<file path="src/rtl/input_bank_pkg.sv">
// Shared types and helpers for the input_bank operand loader.
package input_bank_pkg;

  // Widest select the helper functions accept; wider banks are not supported.
  localparam int MAX_SLOTS = 64;
  localparam int IDX_MAX_W = 6;

  typedef enum logic [0:0] {
    FILL = 1'b0,
    HOLD = 1'b1
  } state_e;

  // Ceiling log2; returns 0 for values of 0 or 1.
  function automatic int clog2(input int value);
    int result;
    result = 32'sd0;
    for (int i = 0; i < 31; i++) begin
      if ((32'sd1 << i) < value) begin
        result = i + 32'sd1;
      end
    end
    return result;
  endfunction

  // True when exactly one bit of the select is set.
  function automatic logic onehot_valid(input logic [MAX_SLOTS-1:0] sel);
    logic [7:0] ones;
    ones = 8'd0;
    for (int i = 0; i < MAX_SLOTS; i++) begin
      ones = ones + {7'd0, sel[i]};
    end
    return (ones == 8'd1);
  endfunction

  // Position of the highest set bit; only meaningful for a valid one-hot select.
  function automatic logic [IDX_MAX_W-1:0] onehot_to_idx(input logic [MAX_SLOTS-1:0] sel);
    logic [IDX_MAX_W-1:0] idx;
    idx = '0;
    for (int i = 0; i < MAX_SLOTS; i++) begin
      if (sel[i]) begin
        idx = IDX_MAX_W'(i);
      end
    end
    return idx;
  endfunction

endpackage

</file>
<file path="src/rtl/input_bank_if.sv">
// Write-side and frame-side signals between the operand source, input_bank and the sorter.
interface input_bank_if
  import input_bank_pkg::*;
#(
  parameter int NUM_SLOTS  = 4,
  parameter int DATA_W     = 4,
  parameter int ONEHOT_SEL = 1,
  parameter int CNT_W      = 8
);
  localparam int SEL_W = (ONEHOT_SEL != 0) ? NUM_SLOTS : clog2(NUM_SLOTS);

  logic                          clr;
  logic                          wr_en;
  logic [SEL_W-1:0]              wr_sel;
  logic [DATA_W-1:0]             wr_data;
  logic                          frame_ready;
  logic                          frame_valid;
  logic [NUM_SLOTS*DATA_W-1:0]   unsorted_flat;
  logic [NUM_SLOTS-1:0]          slot_loaded;
  logic                          sel_err;
  logic                          wr_drop;
  logic                          ovr;
  logic [CNT_W-1:0]              frame_cnt;

  modport master (
    output clr, wr_en, wr_sel, wr_data, frame_ready,
    input  frame_valid, unsorted_flat, slot_loaded, sel_err, wr_drop, ovr, frame_cnt
  );

  modport slave (
    input  clr, wr_en, wr_sel, wr_data, frame_ready,
    output frame_valid, unsorted_flat, slot_loaded, sel_err, wr_drop, ovr, frame_cnt
  );
endinterface

</file>
<file path="src/rtl/input_sel_decode.sv">
// Turns a one-hot or binary slot select into a slot index plus a validity flag.
module input_sel_decode
  import input_bank_pkg::*;
#(
  parameter int NUM_SLOTS  = 4,
  parameter int ONEHOT_SEL = 1,
  parameter int SEL_W      = NUM_SLOTS,
  parameter int IDX_W      = 2
) (
  input  logic [SEL_W-1:0] wr_sel,
  output logic [IDX_W-1:0] slot_idx,
  output logic             sel_ok
);

  logic [MAX_SLOTS-1:0] sel_ext_s;
  logic [IDX_MAX_W-1:0] idx_full_s;

  // Widen the select to the helper width, then decode it per select mode.
  always_comb begin
    sel_ext_s = '0;
    sel_ext_s[SEL_W-1:0] = wr_sel;
    if (ONEHOT_SEL != 0) begin
      sel_ok     = onehot_valid(sel_ext_s);
      idx_full_s = onehot_to_idx(sel_ext_s);
    end else begin
      sel_ok     = (sel_ext_s < 64'(NUM_SLOTS));
      idx_full_s = sel_ext_s[IDX_MAX_W-1:0];
    end
    slot_idx = idx_full_s[IDX_W-1:0];
  end

endmodule

</file>
<file path="src/rtl/input_bank.sv">
// Operand register bank: fills NUM_SLOTS slots one write per cycle, then holds the
// frame for the sorter until a valid/ready handshake releases it.
module input_bank
  import input_bank_pkg::*;
#(
  parameter int NUM_SLOTS  = 4,
  parameter int DATA_W     = 4,
  parameter int ONEHOT_SEL = 1,
  parameter int CNT_W      = 8
) (
  input logic        clk,
  input logic        rst,
  input_bank_if.slave bus
);

  localparam int SEL_W = (ONEHOT_SEL != 0) ? NUM_SLOTS : clog2(NUM_SLOTS);
  localparam int IDX_W = clog2(NUM_SLOTS);

  state_e                               state_r;
  logic [NUM_SLOTS-1:0][DATA_W-1:0]     slot_r;
  logic [NUM_SLOTS-1:0]                 loaded_r;
  logic                                 frame_valid_r;
  logic                                 sel_err_r;
  logic                                 wr_drop_r;
  logic                                 ovr_r;
  logic [CNT_W-1:0]                     cnt_r;

  logic [IDX_W-1:0]                     slot_idx_s;
  logic                                 sel_ok_s;
  logic [NUM_SLOTS-1:0]                 wr_mask_s;
  logic [NUM_SLOTS-1:0]                 loaded_next_s;
  logic                                 hit_s;
  logic                                 all_loaded_s;

  input_sel_decode #(
    .NUM_SLOTS  (NUM_SLOTS),
    .ONEHOT_SEL (ONEHOT_SEL),
    .SEL_W      (SEL_W),
    .IDX_W      (IDX_W)
  ) u_sel_decode (
    .wr_sel   (bus.wr_sel),
    .slot_idx (slot_idx_s),
    .sel_ok   (sel_ok_s)
  );

  // Slot mask of the current write and the loaded-flag outlook if it lands.
  always_comb begin
    wr_mask_s = '0;
    if (sel_ok_s) begin
      wr_mask_s[slot_idx_s] = 1'b1;
    end else begin
      wr_mask_s = '0;
    end
    loaded_next_s = loaded_r | wr_mask_s;
    hit_s         = |(loaded_r & wr_mask_s);
    all_loaded_s  = &loaded_next_s;
  end

  // FILL/HOLD control, slot storage, event pulses and frame counter.
  always_ff @(posedge clk or posedge rst) begin
    if (rst) begin
      state_r       <= FILL;
      slot_r        <= '0;
      loaded_r      <= '0;
      frame_valid_r <= 1'b0;
      sel_err_r     <= 1'b0;
      wr_drop_r     <= 1'b0;
      ovr_r         <= 1'b0;
      cnt_r         <= '0;
    end else begin
      sel_err_r <= 1'b0;
      wr_drop_r <= 1'b0;
      ovr_r     <= 1'b0;
      if (bus.clr) begin
        // Clear silently discards any write in the same cycle; slot data is kept.
        state_r       <= FILL;
        loaded_r      <= '0;
        frame_valid_r <= 1'b0;
      end else if (frame_valid_r && bus.frame_ready) begin
        // Handshake: release the frame, keep the data, refuse a coincident write.
        state_r       <= FILL;
        loaded_r      <= '0;
        frame_valid_r <= 1'b0;
        cnt_r         <= cnt_r + {{(CNT_W-1){1'b0}}, 1'b1};
        wr_drop_r     <= bus.wr_en;
      end else begin
        case (state_r)
          FILL: begin
            if (bus.wr_en) begin
              if (sel_ok_s) begin
                slot_r[slot_idx_s] <= bus.wr_data;
                loaded_r           <= loaded_next_s;
                ovr_r              <= hit_s;
                if (all_loaded_s) begin
                  state_r       <= HOLD;
                  frame_valid_r <= 1'b1;
                end
              end else begin
                sel_err_r <= 1'b1;
              end
            end
          end
          HOLD: begin
            wr_drop_r <= bus.wr_en;
          end
          default: begin
            state_r       <= FILL;
            loaded_r      <= '0;
            frame_valid_r <= 1'b0;
          end
        endcase
      end
    end
  end

  assign bus.frame_valid   = frame_valid_r;
  assign bus.unsorted_flat = slot_r;
  assign bus.slot_loaded   = loaded_r;
  assign bus.sel_err       = sel_err_r;
  assign bus.wr_drop       = wr_drop_r;
  assign bus.ovr           = ovr_r;
  assign bus.frame_cnt     = cnt_r;

endmodule

</file>
<file path="src/flat_wrapper.sv">
// flat-port wrapper written by rule: the top's interface ports become plain ports
module input_bank_flat import input_bank_pkg::*;
#(
  parameter int NUM_SLOTS  = 4,
  parameter int DATA_W     = 4,
  parameter int ONEHOT_SEL = 1,
  parameter int CNT_W      = 8
)
  (clk, rst, bus_clr, bus_wr_en, bus_wr_sel, bus_wr_data, bus_frame_ready, bus_frame_valid, bus_unsorted_flat, bus_slot_loaded, bus_sel_err, bus_wr_drop, bus_ovr, bus_frame_cnt);
  input_bank_if #(.NUM_SLOTS(NUM_SLOTS), .DATA_W(DATA_W), .ONEHOT_SEL(ONEHOT_SEL), .CNT_W(CNT_W)) bus_i ();
  input logic clk;
  input logic rst;
  input wire logic [$bits(bus_i.clr)-1:0] bus_clr;
  input wire logic [$bits(bus_i.wr_en)-1:0] bus_wr_en;
  input wire logic [$bits(bus_i.wr_sel)-1:0] bus_wr_sel;
  input wire logic [$bits(bus_i.wr_data)-1:0] bus_wr_data;
  input wire logic [$bits(bus_i.frame_ready)-1:0] bus_frame_ready;
  output wire logic [$bits(bus_i.frame_valid)-1:0] bus_frame_valid;
  output wire logic [$bits(bus_i.unsorted_flat)-1:0] bus_unsorted_flat;
  output wire logic [$bits(bus_i.slot_loaded)-1:0] bus_slot_loaded;
  output wire logic [$bits(bus_i.sel_err)-1:0] bus_sel_err;
  output wire logic [$bits(bus_i.wr_drop)-1:0] bus_wr_drop;
  output wire logic [$bits(bus_i.ovr)-1:0] bus_ovr;
  output wire logic [$bits(bus_i.frame_cnt)-1:0] bus_frame_cnt;
  assign bus_i.clr = bus_clr;
  assign bus_i.wr_en = bus_wr_en;
  assign bus_i.wr_sel = bus_wr_sel;
  assign bus_i.wr_data = bus_wr_data;
  assign bus_i.frame_ready = bus_frame_ready;
  assign bus_frame_valid = bus_i.frame_valid;
  assign bus_unsorted_flat = bus_i.unsorted_flat;
  assign bus_slot_loaded = bus_i.slot_loaded;
  assign bus_sel_err = bus_i.sel_err;
  assign bus_wr_drop = bus_i.wr_drop;
  assign bus_ovr = bus_i.ovr;
  assign bus_frame_cnt = bus_i.frame_cnt;
  input_bank #(.NUM_SLOTS(NUM_SLOTS), .DATA_W(DATA_W), .ONEHOT_SEL(ONEHOT_SEL), .CNT_W(CNT_W)) u_core (.clk(clk), .rst(rst), .bus(bus_i));
endmodule
</file>
<file path="config.mk">
export PLATFORM = sky130hd
export DESIGN_NAME = input_bank_flat
export DESIGN_NICKNAME = d
export VERILOG_FILES = /design/src/rtl/input_bank_pkg.sv /design/src/rtl/input_bank_if.sv /design/src/rtl/input_sel_decode.sv /design/src/rtl/input_bank.sv /design/src/flat_wrapper.sv
export SDC_FILE = /design/constraint.sdc
export NUM_CORES = 1
export LEC_CHECK = 0
export CAP_MARGIN = 20
export CORE_MARGIN = 5
export CORE_UTILIZATION = 44
export DETAILED_ROUTE_END_ITERATION = 7
export PLACE_DENSITY_LB_ADDON = 0.3
export SLEW_MARGIN = 10
export SYNTH_ARGS = -nofsm -noshare
export SYNTH_HDL_FRONTEND = slang
export SYNTH_SLANG_ARGS = --single-unit
</file>
<file path="constraint.sdc">
create_clock -name clk -period 1.7 [get_ports clk]
set_input_delay 0.34 -clock clk [delete_from_list [all_inputs] [get_ports clk]]
set_output_delay 0.34 -clock clk [all_outputs]
set_load 0.02 [all_outputs]
</file>
==> impl_metrics.csv <==
group,metric,value,unit
pwr,peakVddDrop,0.000744,V
clock_tree,clock_latency,330,ps
timing,period_minus_slack,2110,ps
timing,clock.fmax,0.474,GHz
global_routing,grt_antenna_before_repair,0,
global_routing,globalRoute.busiestLayer,"met2",
timing,slew_violations,0,
placed_design,post-place-ws,-1180,ps
clock_tree,cts-root-buf,"clkbuf_4",
run,maxCapViolCount,0,
clock_tree,htreeDepth,2,
die,row_count,21,
global_routing,use_met2,29.4,%
critical_path,worstSetupEndpointType,"register",
global_routing,met3_usage,7.72,%
clock_tree,cts_tree,"built",
die,initial_core_util,45.0,%
global_routing,grt_pass1_vias,1285,
timing,setup_viol,24,
cells_and_area,nets,208,
logic_synthesis,netlist_area,1480,um2
cells_and_area,diodes,0,
placed_design,dp_hpwl,2550,um
routing,wire_per_inst,15.4,um
cells_and_area,final_design_area_no_fill,2290,um2
run_status,outcome,"finished with violations",
logic_synthesis,synthArstFlopShare,100,%
routing,drt_iter0_markers,81,
timing,tightest_slew,447,ps
global_routing,grt_pass1_wl,6000,um
timing,whs,386,ps
cells_and_area,drive_gt1_share,32.5,%
routing,ant_nets,0,
critical_path,crit_type,"in2reg",
global_routing,grt_usage,18.0,%
die,fp.coreArea,3280,um2
global_routing,gr-usage-met1,21.5,%
clock_tree,clk_pin_slew,110,ps
logic_synthesis,syn_avg_cell_area,12.3,um2
timing,fin_skew,12.9,ps
cells_and_area,fin_cells,237,
critical_path,crit_fanout,5,
routing,drc,0,
placed_design,gp_congestion,0.782,
logic_synthesis,syn_inst,120,
clock_tree,cts.sinks,33,
cells_and_area,utilization,69.8,%
logic_synthesis,synth_cell_types,33,
logic_synthesis,synth-seq-cells,33,
routing,drt-pass1-iter-count,4,
pwr,power_density,938,nW/um2
critical_path,start_kind,"primary input",
logic_synthesis,syn-num-nets,137,
die,die_w,67.9,um
logic_synthesis,yosysWarnings,0,
critical_path,arrival,2320,ps
clock_tree,clockBufferDepth,2,
timing,final.setup.worst_slack,-408,ps
global_routing,grt_overflow_total,0,
timing,timing.final.crit_share,124,%
run_status,violations,"negative setup slack",
placed_design,placed_cells_incl_taps,222,
worst_hold_path,hp-class,"in2async",
timing,slew_headroom,70.0,%
placed_design,io_buffers,44,
logic_synthesis,synth-seq-area-share,55.9,%
cells_and_area,syn_to_final_growth,55.3,%
die,die-area,4610,um2
cells_and_area,layout_common_cells,"33 x dfrtp_1, 18 x dlymetal6s2s_1, 16 x buf_4, 14 x mux2_2, 12 x clkdlybuf4s50_1",
die,die_y,67.9,um
placed_design,placed_cell_area,2090,um2
routing,via_count,1207,
timing,rsz0062_at_grt,"true",
logic_synthesis,synth_edf_count,0,
pwr,p_leak,1.37,nW
clock_tree,cts_made_buffers,5,
die,io_pins,45,
critical_path,required,1910,ps
global_routing,grt_max_degree,34,
routing,vias_per_cell,5.09,
timing,final-hold-violation-count,0,
routing,drt-total-wl,3660,um
cells_and_area,final_common_cell,"dfrtp_1",
logic_synthesis,ys.flop_type,"dfrtp_1",
==> cell families (layout without fill, tap and decap cells) <==
kind of cell	count (synthesis)	after routing	share of synthesized area, %
buffers and inverters	8	79	2.20
DFF	33	33	55.9
AOI/OAI and AO/OA	11	11	5.09
muxes	17	17	13.0
xor gates and xnor gates	7	7	4.15
adders and majority gates	4	4	3.90
and+or+nand+nor	40	40	15.8
==> stage by stage <==
step	power [mW]	setup TNS (ps)
floorplan	1.32	-11780
global placement	1.67	-23940
detailed placement	1.68	-25510
CTS	2.19	-7500
global route	2.28	-8170
finish	2.15	-7540
==> sequential cells by signal, indices dropped and copies added, names as in the netlist <==
name and flops:
u_core.bus.sel_err 1, u_core.bus.ovr 1, u_core.bus.slot_loaded 4, u_core.bus.frame_valid 1, u_core.bus.frame_cnt 8, u_core.bus.wr_drop 1
u_core.state_r 1, u_core.bus.unsorted_flat 16
==> Yosys cell counts (2+ instances only) <==
master | instances | area (um2)
nand2_1 | 14 | 52.6
nor2b_1 | 2 | 12.5
mux2_2 | 17 | 191
a21oi_1 | 2 | 10.0
dfrtp_1 | 33 | 826
and3b_1 | 2 | 17.5
xnor2_1 | 4 | 35.0
nor3b_1 | 2 | 15.0
nor3_1 | 3 | 15.0
xor2_1 | 3 | 26.3
nand4_1 | 7 | 43.8
buf_2 | 2 | 10.0
ha_1 | 3 | 37.5
inv_1 | 6 | 22.5
nand3_1 | 2 | 10.0
==> where the power goes <==
group	switching (mW)	internal (mW)
clock	0.259	0.193
combinational	0.335	0.387
sequential	0.0693	0.906
total	0.664	1.49
==> metal layers <==
metal / vias to the layer above / wire length [um]
li1: 565 / -
met4: 0 / 27
met5: - / 0
met3: 4 / 302
met1: 596 / 1460
met2: 42 / 1870
==> what timing repair did <==
item	4_1_cts	5_1_grt
gates cloned	0	0
hold buffers	0	0
setup endpoints to repair	36	42
buffers inserted	6	2
pin swaps	7	5
resized for setup	36	23
==> path summary, 6_finish.rpt <==
| check | slack, ps | endpoint | cells past startpoint | from |
|---|---|---|---|---|
| max in group asynchronous | 1020 | u_core.bus.unsorted_flat[8] | 3 | rst |
| worst min-delay path | 390 | u_core.bus.unsorted_flat[3] | 3 | rst |
| worst min register to register | 470 | u_core.bus.frame_cnt[7] | 1 | u_core.bus.frame_cnt[7] |
| worst max-delay path | -410 | u_core.bus.unsorted_flat[12] | 10 | bus_wr_sel[3] |
| worst max register to register | 180 | u_core.bus.unsorted_flat[12] | 4 | u_core.bus.frame_valid |
| min in group clk | 470 | u_core.bus.frame_cnt[7] | 1 | u_core.bus.frame_cnt[7] |
==> worst max-delay path, stage by stage <==
cell,delay [ps]
buf_8,80
inv_4,30
fa_1,550
inv_2,50
ha_4,150
ha_4,210
nor3b_4,280
nand4_1,170
buf_6,170
mux2_4,290
==> final cells by class <==
class	instances	area (um2)
clock buffers	6	51.3
clock inverters	1	7.51
fillers	239	991
inverters	6	25.0
multi-input cells	79	672
flip-flops and latches	33	826
well taps	46	57.6
repair buffers	66	654
(Power assumes the default switching activity.)
